File: config.mk
export PLATFORM = sky130hd
export DESIGN_NAME = vga_sync_gen_flat
export DESIGN_NICKNAME = d
export VERILOG_FILES = /design/src/rtl/vga_timing_pkg.sv /design/src/rtl/vga_sync_gen_if.sv /design/src/rtl/vga_axis_counter.sv /design/src/rtl/vga_sync_gen.sv /design/src/flat_wrapper.sv
export SDC_FILE = /design/constraint.sdc
export NUM_CORES = 1
export LEC_CHECK = 0
export CAP_MARGIN = 15
export CORE_AREA = 2 2 63 65
export CTS_BUF_LIST = sky130_fd_sc_hd__clkbuf_4
export DETAILED_ROUTE_END_ITERATION = 16
export DIE_AREA = 0 0 65 67
export DONT_BUFFER_PORTS = 1
export SETUP_SLACK_MARGIN = 0.5
export SLEW_MARGIN = 25
export SYNTH_ARGS = -nofsm -noshare
export SYNTH_HDL_FRONTEND = slang
export SYNTH_SLANG_ARGS = --single-unit
File: constraint.sdc
create_clock -name clk -period 4.3 [get_ports clk]
set_input_delay 0.86 -clock clk [delete_from_list [all_inputs] [get_ports clk]]
set_output_delay 0.86 -clock clk [all_outputs]
set_load 0.02 [all_outputs]
File: src/rtl/vga_timing_pkg.sv
// rtl/vga_timing_pkg.sv - 640x480@60 raster constants and the coordinate type shared with renderers
package vga_timing_pkg;

  localparam int COORD_W = 10;

  localparam int VGA_H_ACTIVE = 640;
  localparam int VGA_H_FP     = 16;
  localparam int VGA_H_SYNC   = 96;
  localparam int VGA_H_BP     = 48;
  localparam int VGA_V_ACTIVE = 480;
  localparam int VGA_V_FP     = 10;
  localparam int VGA_V_SYNC   = 2;
  localparam int VGA_V_BP     = 33;

  localparam int VGA_H_TOTAL = VGA_H_ACTIVE + VGA_H_FP + VGA_H_SYNC + VGA_H_BP;
  localparam int VGA_V_TOTAL = VGA_V_ACTIVE + VGA_V_FP + VGA_V_SYNC + VGA_V_BP;

  typedef logic [COORD_W-1:0] coord_t;

endpackage

File: src/rtl/vga_sync_gen_if.sv
// rtl/vga_sync_gen_if.sv - raster position/sync bundle; frame_tick present under VGA_SYNC_FRAME_TICK_EN
interface vga_sync_gen_if;
  import vga_timing_pkg::*;

  logic   pixel_tick;
  coord_t coluna;
  coord_t linha;
  logic   areaAtiva;
  logic   hsync;
  logic   vsync;
`ifdef VGA_SYNC_FRAME_TICK_EN
  logic   frame_tick;

  modport master (output pixel_tick, coluna, linha, areaAtiva, hsync, vsync, frame_tick);
  modport slave  (input  pixel_tick, coluna, linha, areaAtiva, hsync, vsync, frame_tick);
`else
  modport master (output pixel_tick, coluna, linha, areaAtiva, hsync, vsync);
  modport slave  (input  pixel_tick, coluna, linha, areaAtiva, hsync, vsync);
`endif

endinterface

File: src/rtl/vga_axis_counter.sv
// rtl/vga_axis_counter.sv - one raster axis: wrapping position counter plus next-state active/sync decode
module vga_axis_counter
  import vga_timing_pkg::*;
#(
  parameter int TOTAL      = VGA_H_TOTAL,
  parameter int SYNC_START = VGA_H_ACTIVE + VGA_H_FP,
  parameter int SYNC_WIDTH = VGA_H_SYNC,
  parameter int ACTIVE_LEN = VGA_H_ACTIVE
) (
  input  logic   clk,
  input  logic   rst_n,
  input  logic   en,
  output coord_t count,
  output logic   wrap,
  output logic   active_nxt,
  output logic   sync_nxt
);

  localparam coord_t LAST       = coord_t'(TOTAL - 1);
  localparam coord_t ACT_END    = coord_t'(ACTIVE_LEN);
  localparam coord_t SYNC_FIRST = coord_t'(SYNC_START);
  localparam coord_t SYNC_END   = coord_t'(SYNC_START + SYNC_WIDTH);

  coord_t count_q;
  coord_t count_d;

  // advance on enable, wrapping at the last position; flags decode the value about to be loaded
  always_comb begin
    wrap       = en && (count_q == LAST);
    count_d    = count_q;
    if (en) begin
      count_d = (count_q == LAST) ? '0 : count_q + coord_t'(1);
    end
    active_nxt = (count_d < ACT_END);
    sync_nxt   = (count_d >= SYNC_FIRST) && (count_d < SYNC_END);
  end

  // position register parks at the last position so the first enable lands on 0
  always_ff @(posedge clk or negedge rst_n) begin
    if (!rst_n) begin
      count_q <= LAST;
    end else begin
      count_q <= count_d;
    end
  end

  assign count = count_q;

endmodule

File: src/rtl/vga_sync_gen.sv
// rtl/vga_sync_gen.sv - VGA raster timing generator; VGA_SYNC_FRAME_TICK_EN adds a start-of-vblank frame_tick
module vga_sync_gen
  import vga_timing_pkg::*;
#(
  parameter int H_ACTIVE = VGA_H_ACTIVE,
  parameter int H_FP     = VGA_H_FP,
  parameter int H_SYNC   = VGA_H_SYNC,
  parameter int H_BP     = VGA_H_BP,
  parameter int V_ACTIVE = VGA_V_ACTIVE,
  parameter int V_FP     = VGA_V_FP,
  parameter int V_SYNC   = VGA_V_SYNC,
  parameter int V_BP     = VGA_V_BP,
  parameter bit SYNC_POL = 1'b0,
  parameter int CLK_DIV  = 2
) (
  input logic            clk,
  input logic            rst_n,
  vga_sync_gen_if.master vga
);

  localparam int H_TOTAL = H_ACTIVE + H_FP + H_SYNC + H_BP;
  localparam int V_TOTAL = V_ACTIVE + V_FP + V_SYNC + V_BP;
  localparam int DIV_W   = (CLK_DIV > 1) ? $clog2(CLK_DIV) : 1;
  localparam logic [DIV_W-1:0] DIV_LAST = DIV_W'(CLK_DIV - 1);

  logic [DIV_W-1:0] div_q, div_d;
  logic             tick;

  // pixel-rate divider: tick on the last count, then restart
  always_comb begin
    tick  = (div_q == DIV_LAST);
    div_d = tick ? '0 : div_q + DIV_W'(1);
  end

  // divider register
  always_ff @(posedge clk or negedge rst_n) begin
    if (!rst_n) begin
      div_q <= '0;
    end else begin
      div_q <= div_d;
    end
  end

  coord_t h_count, v_count;
  logic   h_wrap, v_wrap;
  logic   h_act_nxt, v_act_nxt, h_sync_nxt, v_sync_nxt;

  vga_axis_counter #(
    .TOTAL     (H_TOTAL),
    .SYNC_START(H_ACTIVE + H_FP),
    .SYNC_WIDTH(H_SYNC),
    .ACTIVE_LEN(H_ACTIVE)
  ) u_h_counter (
    .clk       (clk),
    .rst_n     (rst_n),
    .en        (tick),
    .count     (h_count),
    .wrap      (h_wrap),
    .active_nxt(h_act_nxt),
    .sync_nxt  (h_sync_nxt)
  );

  vga_axis_counter #(
    .TOTAL     (V_TOTAL),
    .SYNC_START(V_ACTIVE + V_FP),
    .SYNC_WIDTH(V_SYNC),
    .ACTIVE_LEN(V_ACTIVE)
  ) u_v_counter (
    .clk       (clk),
    .rst_n     (rst_n),
    .en        (h_wrap),
    .count     (v_count),
    .wrap      (v_wrap),
    .active_nxt(v_act_nxt),
    .sync_nxt  (v_sync_nxt)
  );

  logic pixel_tick_q, pixel_tick_d;
  logic area_q, area_d;
  logic hsync_q, hsync_d;
  logic vsync_q, vsync_d;

  // flags load from next-state decode on the tick, so they line up with the new position
  always_comb begin
    pixel_tick_d = tick;
    area_d       = area_q;
    hsync_d      = hsync_q;
    vsync_d      = vsync_q;
    if (tick) begin
      area_d  = h_act_nxt && v_act_nxt;
      hsync_d = h_sync_nxt ? SYNC_POL : ~SYNC_POL;
      vsync_d = v_sync_nxt ? SYNC_POL : ~SYNC_POL;
    end
  end

  // output flag registers
  always_ff @(posedge clk or negedge rst_n) begin
    if (!rst_n) begin
      pixel_tick_q <= 1'b0;
      area_q       <= 1'b0;
      hsync_q      <= ~SYNC_POL;
      vsync_q      <= ~SYNC_POL;
    end else begin
      pixel_tick_q <= pixel_tick_d;
      area_q       <= area_d;
      hsync_q      <= hsync_d;
      vsync_q      <= vsync_d;
    end
  end

`ifdef VGA_SYNC_FRAME_TICK_EN
  logic frame_tick_q, frame_tick_d;

  // position becomes (0, V_ACTIVE) exactly when a line wraps out of the last visible line
  always_comb begin
    frame_tick_d = h_wrap && (v_count == coord_t'(V_ACTIVE - 1));
  end

  // frame tick register
  always_ff @(posedge clk or negedge rst_n) begin
    if (!rst_n) begin
      frame_tick_q <= 1'b0;
    end else begin
      frame_tick_q <= frame_tick_d;
    end
  end

  assign vga.frame_tick = frame_tick_q;
`endif

  // a frame wrap can only happen on a line wrap
  assert property (@(posedge clk) disable iff (!rst_n) v_wrap |-> h_wrap);

  assign vga.pixel_tick = pixel_tick_q;
  assign vga.coluna     = h_count;
  assign vga.linha      = v_count;
  assign vga.areaAtiva  = area_q;
  assign vga.hsync      = hsync_q;
  assign vga.vsync      = vsync_q;

endmodule

File: src/flat_wrapper.sv
// flat-port wrapper written by rule: the top's interface ports become plain ports
module vga_sync_gen_flat import vga_timing_pkg::*;
#(
  parameter int H_ACTIVE = VGA_H_ACTIVE,
  parameter int H_FP     = VGA_H_FP,
  parameter int H_SYNC   = VGA_H_SYNC,
  parameter int H_BP     = VGA_H_BP,
  parameter int V_ACTIVE = VGA_V_ACTIVE,
  parameter int V_FP     = VGA_V_FP,
  parameter int V_SYNC   = VGA_V_SYNC,
  parameter int V_BP     = VGA_V_BP,
  parameter bit SYNC_POL = 1'b0,
  parameter int CLK_DIV  = 2
)
  (clk, rst_n, vga_pixel_tick, vga_coluna, vga_linha, vga_areaAtiva, vga_hsync, vga_vsync);
  vga_sync_gen_if vga_i ();
  input logic clk;
  input logic rst_n;
  output wire logic [$bits(vga_i.pixel_tick)-1:0] vga_pixel_tick;
  output wire logic [$bits(vga_i.coluna)-1:0] vga_coluna;
  output wire logic [$bits(vga_i.linha)-1:0] vga_linha;
  output wire logic [$bits(vga_i.areaAtiva)-1:0] vga_areaAtiva;
  output wire logic [$bits(vga_i.hsync)-1:0] vga_hsync;
  output wire logic [$bits(vga_i.vsync)-1:0] vga_vsync;
  assign vga_pixel_tick = vga_i.pixel_tick;
  assign vga_coluna = vga_i.coluna;
  assign vga_linha = vga_i.linha;
  assign vga_areaAtiva = vga_i.areaAtiva;
  assign vga_hsync = vga_i.hsync;
  assign vga_vsync = vga_i.vsync;
  vga_sync_gen #(.H_ACTIVE(H_ACTIVE), .H_FP(H_FP), .H_SYNC(H_SYNC), .H_BP(H_BP), .V_ACTIVE(V_ACTIVE), .V_FP(V_FP), .V_SYNC(V_SYNC), .V_BP(V_BP), .SYNC_POL(SYNC_POL), .CLK_DIV(CLK_DIV)) u_core (.clk(clk), .rst_n(rst_n), .vga(vga_i));
endmodule
After elaboration in Yosys (flattened, before gate mapping). Cells that the tools add are included.

Register bits after elaboration: 25. Input port bits: 2.

$add $sub $neg: 3. Order comparisons: 6. Equal/unequal tests: 2. Multiplexer cells: 7. Reduce and logical (&&, ||, !) cells: 4.

Operators with widths (count): two-way mux 10 bit (4); adder 10 x 1 -> 10 bit (second input constant) (2); == test 10 bit (second input constant) (2); < comparator 10 bit (second input constant) (2); < comparator 10 x 9 -> 1 bit (second input constant) (2); >= comparator 10 bit (second input constant) (1); >= comparator 10 x 9 -> 1 bit (second input constant) (1); logical AND 1 bit (4); two-way mux 1 bit (3); adder 1 bit (second input constant) (1).

Depth between registers and ports, before layout. Gate-level depths: netlist of run 1.

Depth after elaboration: 6. Gate-level depth with buffers: 9. Mapped depth without buffers: 8.

Hierarchy. A second synthesis of run 1 with hierarchy kept.

Cell total of the unflattened synthesis: 144. Area total of the unflattened synthesis: 1476.4 um^2.

Modules (own cells, without submodules): vga_axis_counter at u_core.u_v_counter (times used 1, cells each 70, area each 685.7 um^2, seq. area each 254.0 um^2); vga_axis_counter at u_core.u_h_counter (times used 1, cells each 61, area each 615.6 um^2, seq. area each 259.0 um^2); vga_sync_gen (times used 1, cells each 13, area each 175.2 um^2, seq. area each 127.6 um^2).

Worst setup path after synthesis of run 1. No wires, ideal clock.

Path kind: reg-to-reg. From: register u_core.u_h_counter.count_q[0], in the netlist u_core.u_h_counter.count[0]. To: register u_core.area_q, in the netlist u_core.vga.areaAtiva. Library setup time: 0.096 ns. Data arrival time: 1.936 ns. Data required time: 4.205 ns. Path slack: 2.269 ns. Cell stages (with the launch flop): 10. Path buffers: 2. Clock period less this slack: 2.031 ns. Cells stage by stage: dfstp_2 -> ha_1 -> and2_2 -> buf_4 -> nand4_2 -> buf_6 -> o21a_1 -> o22ai_1 -> nand2_1 -> o32ai_2.

Longest elaborated chain between the ends: 5. Elaborated cells on any way between the ends: 9. Those cells by class: add/sub (1); order compare (2); eq/ne (1); mux (3); reduce/logical (2).

Ends and longest elaborated chain: start: declaration (RTL line vga_axis_counter.sv:24) `coord_t count_q;`; start signal: assignment (RTL line vga_axis_counter.sv:43) `count_q <= count_d;`; adder 10 x 1 -> 10 bit / == test 10 bit (equally long branches) (RTL line vga_axis_counter.sv:32, vga_axis_counter.sv:29); two-way mux 10 bit / logical AND 1 bit (equally long branches) (RTL line vga_axis_counter.sv:32, vga_axis_counter.sv:29); two-way mux 10 bit (RTL line vga_axis_counter.sv:31) `if (en) begin`; < comparator 10 bit / < comparator 10 x 9 -> 1 bit (equally long branches) (RTL line vga_axis_counter.sv:34) `active_nxt = (count_d < ACT_END);`; logical AND 1 bit * (RTL line vga_sync_gen.sv:90) `area_d = h_act_nxt && v_act_nxt;`; end signal: assignment (RTL line vga_sync_gen.sv:105) `area_q <= area_d;`; end: declaration (RTL line vga_sync_gen.sv:79) `logic area_q, area_d;`.

Mark *: on every way between the ends. The rest lies on a longest branch, timed or not. A chain may end at the register's enable or synchronous reset.

Worst setup path after layout of run 1.
From: register u_core.u_h_counter.count_q[0], in the netlist u_core.u_h_counter.count[0]. To: register u_core.vsync_q, in the netlist u_core.vga.vsync.

Longest elaborated chain between the ends: 6. Elaborated cells on any way between the ends: 7. Those cells by class: order compare (2); eq/ne (1); mux (2); reduce/logical (2).

Ends and longest elaborated chain: == test 10 bit * (RTL line vga_axis_counter.sv:29) `wrap = en && (count_q == LAST);`; logical AND 1 bit * (RTL line vga_axis_counter.sv:29); two-way mux 10 bit * (RTL line vga_axis_counter.sv:31); >= comparator 10 x 9 -> 1 bit / < comparator 10 x 9 -> 1 bit (equally long branches) (RTL line vga_axis_counter.sv:35) `sync_nxt = (count_d >= SYNC_FIRST) && (count_d < SYNC_END);`; logical AND 1 bit * (RTL line vga_axis_counter.sv:35); two-way mux 1 bit * (RTL line vga_sync_gen.sv:92) `vsync_d = v_sync_nxt ? SYNC_POL : ~SYNC_POL;`; end signal: assignment (RTL line vga_sync_gen.sv:102) `vsync_q <= ~SYNC_POL;`; end signal: assignment (RTL line vga_sync_gen.sv:107) `vsync_q <= vsync_d;`; end: declaration (RTL line vga_sync_gen.sv:81) `logic vsync_q, vsync_d;`.

Marked as above.

==> summary.txt, run 1 <==
Kind of cell with the highest combined delay on the critical path: simple AND/OR/NAND/NOR gates
Synth Cell Area: 0.001404 mm^2
Diodes inserted: 0
Critical Path RT: 4.54 ns
Final global-route overflow total: 0
CP Capture Type: flop
Final setup vio count: 0
Number of nets in the final layout: 143
CTS resizes: 0
Die area: 0.004355 mm^2
Worst hold margin: 0.2109 ns
Detailed-route DRC error count: 0
Inserted Clock Buffers: 3
Vias per cell: 5.616
Number of buffers between clock root and the deepest sink: 2
Routed Antenna Nets: 0
Final routed wirelength across all metal layers: 2.832 mm
Path category of the worst min-delay check: in2async
Starting density of the core: 38.93%
Area of the placeable core: 0.003606 mm^2
CTS Root Cell: sky130_fd_sc_hd__clkbuf_4
Clock Latency Late Sink: 0.32 ns
Clock tree from TritonCTS: yes
Status: complete, no violations
Wire length of the first global-routing pass: 4.892 mm
Clock slew seen by the registers of the worst setup and hold paths: 0.14 ns
Arithmetic-cell share of the synthesized area counting full adders, half adders and majority gates: 2.674%
Clock tree sinks: 25
Area fraction of the dominant cell type after synthesis: 23.17%
CP startpoint kind: flop
Overall track demand over capacity in global routing: 14.62%
Slew Limit Fails: 0
Growth of design area from synthesis to finish: 2.496%
# placed instances: 181
Final standard cell count with taps included and fillers excluded: 185
Proportion of register bits with asynchronous set or reset after synthesis: 100.0%
Htree depth: 1
Number of setup buffers added after CTS: 0
Vias post-DR: 1039
Pwr dens: 237.4 mW/mm^2
Area contributors post-synth: sky130_fd_sc_hd__dfrtp_1, sky130_fd_sc_hd__dfstp_2, sky130_fd_sc_hd__xnor2_1
Die Span X: 65 um
CP max-delay cell: sky130_fd_sc_hd__dfstp_2
Sum of negative setup slack: 0 ns
Worst vdd ir: 0.1615 mV
Worst-path cell chain: ha_1, and2_2, nand4_2, nor4_1, o22ai_1, nor2_1, a41oi_1
Pre-antenna DRT Iters: 4
Initial antenna violation count: 0
Final clock skew: 0.004936 ns
Synthesized-area fraction occupied by ao, oa, aoi and oai cells: 14.80%
Time the final worst path needs with I/O delays and setup: 2.239 ns
Setup repair after global routing missed its margin: no
Number of input and output port buffers inserted: 0
Yosys warnings: 0
Post-DR wirelength/cell: 15.31 um
Number of top-level pins: 26
Vias in the first global route: 1027
Max-Slew Margin vs Limit: 65.34%
Power, Total: 341.6 uW
Utilization after layout: 39.90%
Worst path buffer plus inverter count: 0
Number of enable flip-flop cells after synthesis: 0
Delay contributed by the slowest stage of the critical path: 0.65 ns
Biggest fanout along the worst timing path: 12
Number of standard cells after synthesis: 140
Post-synth top flop: sky130_fd_sc_hd__dfrtp_1
Number of nets in the synthesized netlist: 145
Proportion of layout cells with a drive suffix above 1: 21.90%
Share of the cycle needed by the critical path after routing: 52.08%
Site Rows: 22
DP Wirelength: 2.052 mm
Post-synthesis register bit count: 25
Y dimension of the die: 67 um
Synthesized-area fraction occupied by and/or/nand/nor cells: 24.78%
1st-iter DRT viols: 107
Global placer's final weighted congestion: 0.8380
Largest family of logic cells by synthesized area: simple AND/OR/NAND/NOR gates
Max-capacitance violation count: 0
Critical path data arrival time: 2.47 ns
Post-synthesis share of cell area spent on xor and xnor gates: 5.615%
Type of the setup path with the least slack: reg2reg
Actual slew at the worst max-slew pin: 0.5160 ns
Top cell type by total area after synthesis: sky130_fd_sc_hd__dfrtp_1
Synth cell types: 43
Highest achievable clock rate: 446.6 MHz
Leakage power: 0.0005611 uW
Syn Area/Cell: 10.03 um^2
Number of hold violations in the final report: 0
Hold buffer count at cts: 0
Maximum number of pins on one net before global-route repair: 26
Fraction of synthesized area in multiplexers: 1.426%
Filler Cells Inserted: 364
Sequential share of the synthesized area: 45.63%
-- worst register-to-register path: stages (launching register included) --
cell	delay, ns
sky130_fd_sc_hd__dfstp_2	0.65
sky130_fd_sc_hd__ha_1	0.18
sky130_fd_sc_hd__and2_2	0.23
sky130_fd_sc_hd__nand4_2	0.30
sky130_fd_sc_hd__nor4_1	0.42
sky130_fd_sc_hd__o22ai_1	0.15
sky130_fd_sc_hd__nor2_1	0.11
sky130_fd_sc_hd__a41oi_1	0.12
-- metal layers --
layer	vias to the layer above	track usage, %	share of wire [%]
li1	501	-	-
met1	485	17.71	41
met2	48	23.58	49
met3	5	6.926	9.2
met4	0	3.191	0.71
met5	-	0	0
-- cells in the final DEF (no fill, tap or decap), types with 2 or more instances in the layout --
cell / netlist / routed
sky130_fd_sc_hd__a22o_1: 2 / 2
sky130_fd_sc_hd__o31ai_1: 2 / 2
sky130_fd_sc_hd__xor2_1: 3 / 3
sky130_fd_sc_hd__a41oi_1: 2 / 2
sky130_fd_sc_hd__xnor2_1: 6 / 6
sky130_fd_sc_hd__dfrtp_1: 13 / 13
sky130_fd_sc_hd__a31oi_1: 2 / 2
sky130_fd_sc_hd__nor3_1: 5 / 5
sky130_fd_sc_hd__o21ai_0: 10 / 10
sky130_fd_sc_hd__clkbuf_4: 0 / 3
sky130_fd_sc_hd__a21oi_1: 3 / 3
sky130_fd_sc_hd__ha_1: 3 / 3
sky130_fd_sc_hd__o21a_1: 2 / 2
sky130_fd_sc_hd__nand3_1: 9 / 9
sky130_fd_sc_hd__nor2b_1: 2 / 2
sky130_fd_sc_hd__inv_1: 5 / 5
sky130_fd_sc_hd__mux2i_1: 2 / 2
sky130_fd_sc_hd__nand4_1: 4 / 4
sky130_fd_sc_hd__and3_2: 4 / 4
sky130_fd_sc_hd__nor2_1: 12 / 12
sky130_fd_sc_hd__nand2_1: 12 / 12
sky130_fd_sc_hd__dfstp_2: 12 / 12
-- cells in the mapped netlist (2+ instances only) --
master	number
sky130_fd_sc_hd__ha_1	3
sky130_fd_sc_hd__nand3_1	9
sky130_fd_sc_hd__buf_4	2
sky130_fd_sc_hd__a41oi_1	2
sky130_fd_sc_hd__a21oi_1	3
sky130_fd_sc_hd__nand2_1	12
sky130_fd_sc_hd__dfrtp_1	13
sky130_fd_sc_hd__o21a_1	2
sky130_fd_sc_hd__dfstp_2	12
sky130_fd_sc_hd__and3_2	4
sky130_fd_sc_hd__nor2b_1	2
sky130_fd_sc_hd__o31ai_1	2
sky130_fd_sc_hd__xnor2_1	6
sky130_fd_sc_hd__a31oi_1	2
sky130_fd_sc_hd__nand4_1	4
sky130_fd_sc_hd__xor2_1	3
sky130_fd_sc_hd__mux2i_1	2
sky130_fd_sc_hd__nor2_1	12
sky130_fd_sc_hd__a22o_1	2
sky130_fd_sc_hd__o21ai_0	10
sky130_fd_sc_hd__inv_1	5
sky130_fd_sc_hd__clkbuf_2	2
sky130_fd_sc_hd__nor3_1	5
sky130_fd_sc_hd__buf_6	2
-- stage by stage --
| stage | area (um^2) | setup WS, ns |
|---|---|---|
| 6_report | 1439 | 2.061 |
| 5_1_grt | 1439 | 1.877 |
| 4_1_cts | 1439 | 2.057 |
| 3_5_place_dp | 1411 | 2.094 |
| 3_3_place_gp | 1411 | 2.170 |
| 2_1_floorplan | 1404 | 2.269 |
-- report_power, final --
part           internal [uW]  switching (uW)
Sequential               236               0
Combinational              0               0
Clock                   34.9            70.9
-- cell type report --
class | count | area [um^2] | share of cell area, %
sequential | 25 | 640.6 | 44.52
multi-input combinational | 103 | 691.9 | 48.09
tap | 48 | 60.06 | 4.174
clock inverter | 1 | 5.005 | 0.3478
inverter | 5 | 18.77 | 1.304
clock buffer | 3 | 22.52 | 1.565
-- sequential cells by signal (all words and copies together), names as in the netlist --
register and cells:
u_core.vga.areaAtiva 1, u_core.u_v_counter.count 10, u_core.div_q 1, u_core.vga.pixel_tick 1, u_core.vga.vsync 1, u_core.u_h_counter.count 10
u_core.vga.hsync 1
-- path summary, 6_finish.rpt --
kind                                             startpoint  depth (start not counted)  slack, ns                           to
worst max-delay path            u_core.u_h_counter.count[0]                          7       2.06             u_core.vga.vsync
worst max register to register  u_core.u_h_counter.count[0]                          7       2.06             u_core.vga.vsync
min in group clk                u_core.u_h_counter.count[1]                          1       0.57  u_core.u_h_counter.count[1]
worst min register to register  u_core.u_h_counter.count[1]                          1       0.57  u_core.u_h_counter.count[1]
max in group asynchronous                             rst_n                          0       3.91             u_core.vga.vsync
worst min-delay path                                  rst_n                          0       0.21  u_core.u_h_counter.count[7]
-- cell families (layout without fill, tap and decap cells) --
group,count (synthesis),after routing
AND/OR/NAND/NOR,59,59
multiplexers,2,2
AO/OA/AOI/OAI,30,30
XOR/XNOR,9,9
buffers and inverters,12,9
adder cells (fa/ha/maj),3,3
flip-flops,25,25
No activity file was read; power rests on OpenSTA's default activity.
==> inputs of run 2 (changes only) <==
Clock period 4.3 ns to 2.11 ns, I/O delays scaled along.
==> run 2 against run 1 <==
  * Via count rose by 24%
  * Utilization rose by 17 points
  * Sequential share of layout area fell by 13 points
==> summary.txt, run 2 (synthesis gave the netlist of run 1 again) <==
Status: complete, no violations
Register area: 644.4 um^2 (+0.59%)
Diodes inserted: 0 (unchanged)
Logic depth of the worst register-to-register path: 8 (+1)
Cell internal power dissipation: 572.1 uW (+110%)
Post-DR wirelength/cell: 17.00 um (+11%)
Clock tree sinks: 25 (unchanged)
Termination of the worst setup path: u_core.vga.vsync
Clock Latency Late Sink: 0.31 ns (about the same)
Number of top-level pins: 26 (unchanged)
1st-iter DRT viols: 61 (-43%)
# placed instances: 203 (+12%)
Capturing point of the worst reg2reg path: u_core.vga.vsync
Path category of the worst min-delay check: in2async
Number of input and output port buffers inserted: 0 (unchanged)
Clock slew seen by the registers of the worst setup and hold paths: 0.13 ns (about the same)
Final routed wirelength across all metal layers: 3.994 mm (+41%)
DP Wirelength: 2.442 mm (+19%)
Most common cell after layout, fill and taps aside: sky130_fd_sc_hd__buf_4
Biggest fanout along the worst timing path: 6 (-6)
Worst-path cell chain: ha_4, and2_4, nand4_4, buf_4, nor3_4, a22o_1, nor2_1, a41oi_2
Max-capacitance violation count: 0 (unchanged)
CP startpoint kind: flop
Die Span X: 65 um (unchanged)
Worst reg2reg startpoint: u_core.u_h_counter.count[1]
Clock network fraction of total power: 31.4% (+0.4 points)
Critical Path RT: 2.36 ns (-2.18 ns)
CTS Root Cell: sky130_fd_sc_hd__clkbuf_4
Final global-route overflow total: 0 (unchanged)
Filler Cells Inserted: 328 (-9.9%)
Multi-input combinational cell area: 884.6 um^2 (+28%)
Die area: 0.004355 mm^2 (unchanged)
Worst setup path startpoint: u_core.u_h_counter.count[1]
Setup slack after layout: 0.1931 ns (-1.868 ns)
Starting density of the core: 38.93% (unchanged)
Reported net switching power: 150.6 uW (+110%)
Area of the placeable core: 0.003606 mm^2 (unchanged)
Highest achievable clock rate: 521.7 MHz (+17%)
CP max-delay cell: sky130_fd_sc_hd__dfstp_2
Share of the cycle needed by the critical path after routing: 90.85% (+39 points)
Initial antenna violation count: 0 (unchanged)
Vias per cell: 5.477 (-2.5%)
Final clock skew: 0.002917 ns (-0.002019 ns)
Number of buffers between clock root and the deepest sink: 2 (unchanged)
Switching share of total power: 20.84% (+0.076 points)
Worst hold margin: 0.5257 ns (+0.3148 ns)
Vias in the first global route: 1295 (+26%)
Clock tree from TritonCTS: yes
Y dimension of the die: 67 um (unchanged)
Register share of total power: 66.5% (-2.5 points)
Number of nets in the final layout: 193 (+35%)
Overall track demand over capacity in global routing: 18.48% (+3.9 points)
Delay contributed by the slowest stage of the critical path: 0.59 ns (-0.06 ns)
Site Rows: 22 (unchanged)
Type of the setup path with the least slack: reg2reg
Slew Limit Fails: 0 (unchanged)
Worst vdd ir: 0.1661 mV (+2.8%)
Most frequent cells in the layout: sky130_fd_sc_hd__buf_4, sky130_fd_sc_hd__nand2_1, sky130_fd_sc_hd__dfstp_2
Pwr dens: 352.4 mW/mm^2 (+48%)
Wire length of the first global-routing pass: 6.127 mm (+25%)
Pre-antenna DRT Iters: 4 (unchanged)
Setup repair after global routing missed its margin: yes
Sum of negative setup slack: 0 ns (unchanged)
Htree depth: 1 (unchanged)
Routed Antenna Nets: 0 (unchanged)
Leakage power: 0.0008642 uW (+54%)
Max-Slew Margin vs Limit: 75.50% (+10 points)
Final standard cell count with taps included and fillers excluded: 235 (+27%)
Proportion of layout cells with a drive suffix above 1: 56.68% (+35 points)
Reg-to-reg slack, setup: 0.19 ns (-1.87 ns)
Logic gate share of total power: 2.1% (+2.1 points)
Worst setup timing slack at the placement stage: 0.09577 ns (-1.998 ns)
Growth of design area from synthesis to finish: 46.08%
Global placer's final weighted congestion: 0.8341 (-0.47%)
Inserted Clock Buffers: 3 (unchanged)
Critical path data arrival time: 2.16 ns (-0.31 ns)
Vias post-DR: 1287 (+24%)
CP Capture Type: flop
Actual slew at the worst max-slew pin: 0.3647 ns (-0.1513 ns)
Detailed-route DRC error count: 0 (unchanged)
Final setup vio count: 0 (unchanged)
Time the final worst path needs with I/O delays and setup: 1.917 ns (-0.3224 ns)
Maximum number of pins on one net before global-route repair: 26 (unchanged)
Number of hold violations in the final report: 0 (unchanged)
[run 2: worst min path at each step]
stage / start / endpoint / slack [ns]
final: rst_n / u_core.u_v_counter.count[0] / 0.53
after CTS: rst_n / u_core.u_v_counter.count[0] / 0.51
after detailed placement: rst_n / u_core.u_v_counter.count[0] / 0.13
after floorplan: rst_n / u_core.div_q / 0.13
after global routing: rst_n / u_core.vga.areaAtiva / 0.51
after global placement: rst_n / u_core.u_v_counter.count[6] / 0.13
[run 2: repair_timing]
| item | CTS | global route |
|---|---|---|
| endpoints found under the setup margin | 12 | 18 |
| resized for setup | 27 | 15 |
| cloned | 0 | 0 |
| hold endpoints to repair | 25 | 0 |
| pin swaps | 14 | 14 |
| hold buffers | 2 | 0 |
| buffers inserted | 18 | 8 |
[run 2: final cells by class]
type	count	share of cell area, %
repair buffers	50	20.13
flip-flops and latches	25	31.42
well taps	48	2.929
multi-input cells	103	43.14
clock buffers	4	1.464
inverters	5	0.9152
[run 2: metrics by stage]
step	power [uW]	area (um^2)	util [%]
after detailed placement	488.5	1605	44.52
after global routing	760.5	2051	56.87
final	722.7	2051	56.87
after CTS	734.8	1933	53.61
after global placement	488.5	1605	44.52
after floorplan	488.6	1451	-
[run 2: worst max-delay path, delay by kind of cell, from the launching register on]
family	cells	cell delay (ns)
flip-flops	1	0.59
AND/OR/NAND/NOR	4	0.58
adder cells (fa/ha/maj)	1	0.14
AO/OA/AOI/OAI	2	0.36
buffers and inverters	1	0.19
[run 2: per-layer routing]
layer / vias up / wire length [um] / track usage [%] / share of wire [%]
li1: 595 / - / - / -
met1: 650 / 1531 / 21.40 / 38
met2: 36 / 2239 / 34.28 / 56
met3: 6 / 175 / 4.054 / 4.4
met4: 0 / 48 / 4.787 / 1.2
met5: - / 0 / 0 / 0
[run 2: power by group through the flow]
stage	clock network, uW	registers, uW	logic, uW
after floorplan	0	489	0.000290
after global placement	0	489	0.000364
after detailed placement	0	489	0.000364
after CTS	238	481	15.9
after global routing	263	481	17.0
final	227	480	15.1
